File: src/rtl/fpm_round_wb.sv
`timescale 1ns/1ps
`default_nettype none
// ============================================================================
// Module   : fpm_round_wb
// Brief    : Half-precision multiplier back end. Normalises and rounds a raw
//            11x11 significand product, then queues results for writeback.
// Revision : 1.0 - initial release
// ============================================================================
module fpm_round_wb (
    input  logic        clk,
    input  logic        rst,
    input  logic        in_valid,
    output logic        in_ready,
    input  logic        in_sign,
    input  logic [4:0]  in_exp_a,
    input  logic [4:0]  in_exp_b,
    input  logic [21:0] in_prod,
    input  logic [2:0]  in_tag,
    output logic        out_valid,
    input  logic        out_ready,
    output logic [15:0] out_result,
    output logic [2:0]  out_tag,
    output logic        out_ovf,
    output logic        out_unf,
    output logic        out_inexact
);

    localparam int                 c_DEPTH   = 4;
    localparam int                 c_PTR_W   = 2;
    localparam int                 c_CNT_W   = 3;
    localparam logic [c_CNT_W:0]   c_SLOTS   = 4'd4;
    localparam logic signed [6:0]  c_BIAS    = 7'sd15;
    localparam logic signed [6:0]  c_EXP_MAX = 7'sd31;
    localparam logic signed [6:0]  c_EXP_MIN = 7'sd0;

    typedef struct packed {
        logic [2:0]  tag;
        logic        ovf;
        logic        unf;
        logic        inexact;
        logic [15:0] result;
    } entry_t;

    // ------------------------------------------------------------------
    // Stage 1 register
    // ------------------------------------------------------------------
    logic        r_run;
    logic        r_s1_valid;
    logic        r_s1_sign;
    logic [4:0]  r_s1_exp_a;
    logic [4:0]  r_s1_exp_b;
    logic [21:0] r_s1_prod;
    logic [2:0]  r_s1_tag;

    logic [c_PTR_W-1:0] r_wr_ptr;
    logic [c_PTR_W-1:0] r_rd_ptr;
    logic [c_CNT_W-1:0] r_count;
    entry_t             r_mem [c_DEPTH];

    logic w_accept;
    logic w_push;
    logic w_pop;

    // Occupancy counts both the stage-1 slot and the FIFO so a held S1 entry
    // always has a FIFO slot waiting for it, whatever the consumer does.
    assign in_ready = r_run && (({1'b0, r_count} + {{c_CNT_W{1'b0}}, r_s1_valid}) < c_SLOTS);
    assign w_accept = in_valid && in_ready;
    assign w_push   = r_s1_valid;
    assign w_pop    = out_valid && out_ready;

    always_ff @(posedge clk or posedge rst) begin
        if (rst) begin
            r_run      <= 1'b0;
            r_s1_valid <= 1'b0;
            r_s1_sign  <= 1'b0;
            r_s1_exp_a <= 5'd0;
            r_s1_exp_b <= 5'd0;
            r_s1_prod  <= 22'd0;
            r_s1_tag   <= 3'd0;
        end else begin
            r_run      <= 1'b1;
            r_s1_valid <= w_accept;
            if (w_accept) begin
                r_s1_sign  <= in_sign;
                r_s1_exp_a <= in_exp_a;
                r_s1_exp_b <= in_exp_b;
                r_s1_prod  <= in_prod;
                r_s1_tag   <= in_tag;
            end
        end
    end

    // ------------------------------------------------------------------
    // Normalise and round-to-nearest-even
    // ------------------------------------------------------------------
    logic              w_inc;
    logic [9:0]        w_mant_raw;
    logic              w_guard;
    logic              w_sticky;
    logic              w_rup;
    logic [10:0]       w_mant_sum;
    logic              w_carry;
    logic [9:0]        w_mant;
    logic signed [6:0] w_exp;
    entry_t            w_entry;

    always_comb begin
        w_inc      = r_s1_prod[21];
        w_mant_raw = w_inc ? r_s1_prod[20:11] : r_s1_prod[19:10];
        w_guard    = w_inc ? r_s1_prod[10]    : r_s1_prod[9];
        w_sticky   = w_inc ? (|r_s1_prod[9:0]) : (|r_s1_prod[8:0]);
        w_rup      = w_guard && (w_sticky || w_mant_raw[0]);
        w_mant_sum = {1'b0, w_mant_raw} + {10'd0, w_rup};
        w_carry    = w_mant_sum[10];
        w_mant     = w_carry ? 10'd0 : w_mant_sum[9:0];
        w_exp      = $signed({2'b00, r_s1_exp_a}) + $signed({2'b00, r_s1_exp_b})
                   - c_BIAS + $signed({6'd0, w_inc}) + $signed({6'd0, w_carry});
    end

    always_comb begin
        w_entry.tag     = r_s1_tag;
        w_entry.ovf     = 1'b0;
        w_entry.unf     = 1'b0;
        w_entry.inexact = 1'b0;
        w_entry.result  = {r_s1_sign, 15'd0};
        if ((r_s1_exp_a == 5'd0) || (r_s1_exp_b == 5'd0)) begin
            w_entry.result = {r_s1_sign, 15'd0};
        end else if ((r_s1_exp_a == 5'h1F) || (r_s1_exp_b == 5'h1F)) begin
            w_entry.result = {r_s1_sign, 5'h1F, 10'd0};
        end else if (w_exp >= c_EXP_MAX) begin
            w_entry.result  = {r_s1_sign, 5'h1F, 10'd0};
            w_entry.ovf     = 1'b1;
            w_entry.inexact = 1'b1;
        end else if (w_exp <= c_EXP_MIN) begin
            // No subnormal support: anything below the normal range flushes.
            w_entry.result  = {r_s1_sign, 15'd0};
            w_entry.unf     = 1'b1;
            w_entry.inexact = 1'b1;
        end else begin
            w_entry.result  = {r_s1_sign, w_exp[4:0], w_mant};
            w_entry.inexact = w_guard || w_sticky;
        end
    end

    // ------------------------------------------------------------------
    // In-order output FIFO
    // ------------------------------------------------------------------
    always_ff @(posedge clk or posedge rst) begin
        if (rst) begin
            r_wr_ptr <= '0;
            r_rd_ptr <= '0;
            r_count  <= '0;
        end else begin
            if (w_push) begin
                r_wr_ptr <= r_wr_ptr + 2'd1;
            end
            if (w_pop) begin
                r_rd_ptr <= r_rd_ptr + 2'd1;
            end
            case ({w_push, w_pop})
                2'b10:   r_count <= r_count + 3'd1;
                2'b01:   r_count <= r_count - 3'd1;
                default: r_count <= r_count;
            endcase
        end
    end

    always_ff @(posedge clk) begin
        if (w_push) begin
            r_mem[r_wr_ptr] <= w_entry;
        end
    end

    // Storage is not reset; gating with out_valid keeps stale data off the bus.
    entry_t w_head;
    assign w_head      = r_mem[r_rd_ptr];
    assign out_valid   = (r_count != '0);
    assign out_result  = out_valid ? w_head.result  : 16'd0;
    assign out_tag     = out_valid ? w_head.tag     : 3'd0;
    assign out_ovf     = out_valid && w_head.ovf;
    assign out_unf     = out_valid && w_head.unf;
    assign out_inexact = out_valid && w_head.inexact;

endmodule
`default_nettype wire

File: config.mk
export PLATFORM = sky130hd
export DESIGN_NAME = fpm_round_wb
export DESIGN_NICKNAME = d
export VERILOG_FILES = /design/src/rtl/fpm_round_wb.sv
export SDC_FILE = /design/constraint.sdc
export NUM_CORES = 1
export LEC_CHECK = 0
export ABC_AREA = 0
export CAP_MARGIN = 20
export CORE_MARGIN = 2
export CORE_UTILIZATION = 50
export DETAILED_ROUTE_END_ITERATION = 16
export GPL_TIMING_DRIVEN = 0
export PLACE_DENSITY = 0.8
export SLEW_MARGIN = 10
export SYNTH_ARGS = -nofsm -noshare
export SYNTH_HDL_FRONTEND = slang
export SYNTH_SLANG_ARGS = --single-unit
File: constraint.sdc
create_clock -name clk -period 8.2 [get_ports clk]
set_input_delay 2.46 -clock clk [delete_from_list [all_inputs] [get_ports clk]]
set_output_delay 2.46 -clock clk [all_outputs]
set_load 0.005 [all_outputs]
==> report_table.html <==
<table>
<tr><th>Metric</th><th>Value</th></tr>
<tr><th colspan="2">Critical path</th></tr>
<tr><td>Reg-to-reg slack, setup</td><td>3.34 ns</td></tr>
<tr><td>Critical path data arrival time</td><td>2.49 ns</td></tr>
<tr><td>Capturing point of the worst reg2reg path</td><td>r_mem[1][1]</td></tr>
<tr><td>Critical Path Sink Type</td><td>output port</td></tr>
<tr><td>Data required time at the worst endpoint</td><td>5.74 ns</td></tr>
<tr><td>Element type at the critical path start</td><td>flop</td></tr>
<tr><td>Critical path class</td><td>reg2out</td></tr>
<tr><td>Worst R2R Start</td><td>r_s1_prod[21]</td></tr>
<tr><td>Biggest fanout along the worst timing path</td><td>10</td></tr>
<tr><td>FF-to-FF path depth</td><td>18</td></tr>
<tr><th colspan="2">Placed design</th></tr>
<tr><td>Buffers added on ports</td><td>63</td></tr>
<tr><td>Cell total after placement</td><td>639</td></tr>
<tr><td>Detailed placer's ending HPWL</td><td>8181 um</td></tr>
<tr><td>RePlAce Congestion</td><td>0.7814</td></tr>
<tr><th colspan="2">GRT</th></tr>
<tr><td>Largest net degree at the start of global routing</td><td>40</td></tr>
<tr><td>Wire length of the first global-routing pass</td><td>19390 um</td></tr>
<tr><td>Via count of the first global-routing pass</td><td>3771</td></tr>
<tr><td>Total global-route track usage</td><td>0.1985</td></tr>
<tr><td>Total grt overflow</td><td>0</td></tr>
<tr><td>Number of antenna violations at the first check in global routing</td><td>0</td></tr>
<tr><th colspan="2">Floorplanning</th></tr>
<tr><td>Die extent in x</td><td>116.1 um</td></tr>
<tr><td>Starting density of the core</td><td>0.5165</td></tr>
<tr><td>Cell Rows</td><td>40</td></tr>
<tr><td>Core area</td><td>0.01216 mm^2</td></tr>
<tr><td>Boundary Pins</td><td>64</td></tr>
<tr><td>DIE AREA</td><td>0.01347 mm^2</td></tr>
<tr><td>Die Y</td><td>116.1 um</td></tr>
<tr><th colspan="2">Layout</th></tr>
<tr><td>Non-Filler Instances</td><td>675</td></tr>
<tr><td>Post-layout nets</td><td>552</td></tr>
<tr><td>Area taken by multi-input logic gates</td><td>0.002332 mm^2</td></tr>
<tr><td>ANT cells</td><td>0</td></tr>
<tr><td>Sequential Area</td><td>0.003769 mm^2</td></tr>
<tr><td>Area grow syn2layout</td><td>24.44%</td></tr>
<tr><td>Share of layout cells above drive strength 1</td><td>0.2426</td></tr>
<tr><td>Final-layout fill cell count</td><td>896</td></tr>
<tr><th colspan="2">Routing</th></tr>
<tr><td>DRC viols</td><td>0</td></tr>
<tr><td>Wire length after detailed routing</td><td>12170 um</td></tr>
<tr><td>Detailed-route via count</td><td>3657</td></tr>
<tr><td>Vias per std cell</td><td>5.418</td></tr>
<tr><td>Initial drt markers</td><td>276</td></tr>
<tr><td>Post-DRT Antenna Nets</td><td>0</td></tr>
<tr><td>Number of search-and-repair iterations in the first detailed-routing pass</td><td>5</td></tr>
<tr><td>Routed length per placed instance</td><td>18.03 um</td></tr>
<tr><th colspan="2">STA</th></tr>
<tr><td>Number of hold violations in the final report</td><td>0</td></tr>
<tr><td>Min Tclk post-route</td><td>4.952 ns</td></tr>
<tr><td>Setup repair after global routing missed its margin</td><td>no</td></tr>
<tr><td>Share of the clock period used by the worst path</td><td>0.6039</td></tr>
<tr><td>Worst slew margin relative to its limit</td><td>0.5469</td></tr>
<tr><td>Slew at the pin closest to its max-slew limit</td><td>0.6796 ns</td></tr>
<tr><td>Final hold slack</td><td>0.5069 ns</td></tr>
<tr><td>Setup violators final</td><td>0</td></tr>
<tr><td>Achievable Freq</td><td>201.9 MHz</td></tr>
<tr><td>Setup TNS after final layout</td><td>0 ns</td></tr>
<tr><td>Maximum clock skew at final layout</td><td>0.008827 ns</td></tr>
<tr><td>Total count of max-transition violations in the final report</td><td>0</td></tr>
<tr><th colspan="2">Clocking</th></tr>
<tr><td>Master cell of the clock root buffer</td><td>clkbuf_16</td></tr>
<tr><td>TritonCTS buffer count</td><td>17</td></tr>
<tr><td>TritonCTS clock tree</td><td>built</td></tr>
<tr><td>Number of instances resized during post-cts repair</td><td>0</td></tr>
<tr><td>Post-CTS setup-driven buffer insertion count</td><td>0</td></tr>
<tr><td>Hold bufs inserted after CTS</td><td>0</td></tr>
<tr><td>Clock latency on the worst-skew pair</td><td>0.42 ns</td></tr>
<tr><td>Number of levels in the clock H-tree</td><td>4</td></tr>
<tr><td>TritonCTS Sinks</td><td>133</td></tr>
<tr><td>Clock input transition at the sequential cells of the worst setup and hold paths</td><td>0.06 ns</td></tr>
<tr><td>Clock Tree Buf Depth</td><td>2</td></tr>
<tr><th colspan="2">Pwr</th></tr>
<tr><td>Pwr Density</td><td>474.0 mW/mm^2</td></tr>
<tr><td>PnR Total Power</td><td>0.003705 W</td></tr>
<tr><td>Leak</td><td>2.933 nW</td></tr>
<tr><td>Peak ir drop on the vdd network</td><td>0.0002221 V</td></tr>
<tr><th colspan="2">Synthesis</th></tr>
<tr><td>Post-synthesis register bit count</td><td>133</td></tr>
<tr><td>Mean post-synth cell area</td><td>15.43 um^2</td></tr>
<tr><td>Synth Warn #</td><td>0</td></tr>
<tr><td>Combined area of all synthesized cells</td><td>0.006281 mm^2</td></tr>
<tr><td>Number of enable-type register cells in the synthesized netlist</td><td>88</td></tr>
<tr><td>Commonest register cell after synthesis</td><td>edfxtp_1</td></tr>
<tr><td>Gate Count Post-Synth</td><td>407</td></tr>
<tr><td>Post-Syn Nets</td><td>465</td></tr>
<tr><td>Register area share after synthesis</td><td>0.6000</td></tr>
<tr><td>Synth async-reset ratio</td><td>0.3383</td></tr>
<tr><td>Number of unique standard cell types used by synthesis</td><td>59</td></tr>
<tr><th colspan="2">Flow run</th></tr>
<tr><td>Count of max-cap constraint violations</td><td>0</td></tr>
<tr><th colspan="2">Outcome</th></tr>
<tr><td>Outcome</td><td>finished, final reports clean</td></tr>
<tr><th colspan="2">Worst hold path</th></tr>
<tr><td>Hold path endpoint</td><td>r_s1_prod[5]</td></tr>
<tr><td>Min-Delay Startpoint</td><td>r_s1_prod[5]</td></tr>
<tr><td>Worst hold stages</td><td>1</td></tr>
<tr><td>Worst hold path class</td><td>reg2reg</td></tr>
</table>
## power by group
part           total [W]  leakage (nW)  internal [W]  switching (W)
Combinational    0.00171          1.31      0.000798       0.000914
Sequential       0.00121          1.34       0.00108       0.000132
Clock           0.000784         0.289      0.000507       0.000277
Total            0.00371          2.93       0.00238        0.00132
## flip-flops by register name (all words and copies together), names as in the netlist
name        cells
r_s1_exp_a      5
r_mem          88
r_wr_ptr        2
r_count         3
r_s1_exp_b      5
r_run           1
r_s1_tag        3
r_s1_prod      22
r_rd_ptr        2
r_s1_valid      1
r_s1_sign       1
## cells in the mapped netlist, drive strengths merged (2+ instances only)
master  count  area share
edfxtp     88        0.42
dfrtp      45        0.18
mux2       37       0.066
and2       29       0.029
inv        24       0.014
mux4       22       0.079
ha         15       0.030
nand2      13      0.0082
buf        12       0.012
mux2i      11       0.018
a21oi      10      0.0098
xor2       10       0.015
nor3        9      0.0080
nor2        8      0.0052
nor4        8       0.014
xnor2       6      0.0096
o21ai       5      0.0046
clkbuf      4      0.0024
nand3       4      0.0032
nand4       4      0.0040
nor2b       4      0.0040
a21o        3      0.0036
fa          3      0.0096
nand2b      3      0.0030
nor3b       3      0.0036
a211oi      2      0.0024
a21boi      2      0.0024
a311oi      2      0.0048
a31o        2      0.0042
and3        2      0.0020
o22ai       2      0.0020
o311ai      2      0.0068
or4         2      0.0024
## cell families after synthesis
| group | Yosys count | synth area share |
|---|---|---|
| AOI/OAI and AO/OA | 38 | 0.05339 |
| xor gates and xnor gates | 16 | 0.02470 |
| adders and majority gates | 18 | 0.03944 |
| buffers and inverters | 40 | 0.02868 |
| DFF | 133 | 0.6000 |
| muxes | 70 | 0.1628 |
| other | 1 | 0.0005970 |
| and+or+nand+nor | 91 | 0.09044 |
## layout make-up
class	instances	share of cell area
flip-flops and latches	133	0.4822
multi-input cells	234	0.2984
repair buffers	68	0.09092
clock buffers	19	0.05539
well taps	168	0.02689
clock inverters	13	0.02321
plain buffers	16	0.01153
inverters	24	0.01153
## how the worst max path moves through the flow
stage                       start  slack (ns)            end
global placement      r_rd_ptr[0]        3.66  out_result[7]
detailed placement  r_s1_prod[21]        3.49    r_mem[2][4]
global route        r_s1_prod[21]        3.02    r_mem[3][2]
CTS                   r_rd_ptr[0]        3.18  out_result[7]
finish                r_rd_ptr[0]        3.25  out_result[8]
floorplan           r_s1_prod[21]        4.23   r_mem[0][16]
## layer usage
metal	wire length [um]	GRT usage	part of all wire
met5	0	0	0
met4	265	0.08254	0.022
met3	712	0.05910	0.059
met2	5915	0.3224	0.49
met1	5274	0.2512	0.43
## worst max-delay path, stage by stage, from the launching register on
cell             delay [ns]
dfrtp_1                0.31
buf_2                  0.21
buf_2                  0.37
mux4_2                 0.57
and2_1                 0.17
clkdlybuf4s50_1        0.44
## cell usage in the layout (no fill, tap or decap), types with 8 or more instances in the layout
cell,n
and2_1,28
buf_2,9
clkbuf_16,17
clkdlybuf4s50_1,63
dfrtp_1,45
edfxtp_1,88
ha_1,15
inv_1,23
mux2_2,32
mux2i_1,11
mux4_2,22
nand2_1,12
nor3_1,8
xor2_1,9
## through the flow
stage,area (um^2),utilization,worst slack (ns)
after floorplan,6281,-,4.226
after global placement,7122,0.5856,3.663
after detailed placement,7142,0.5872,3.490
after CTS,7756,0.6378,3.179
after global routing,7816,0.6427,3.022
final,7816,0.6427,3.248
Power figures use the tool's default switching activity.
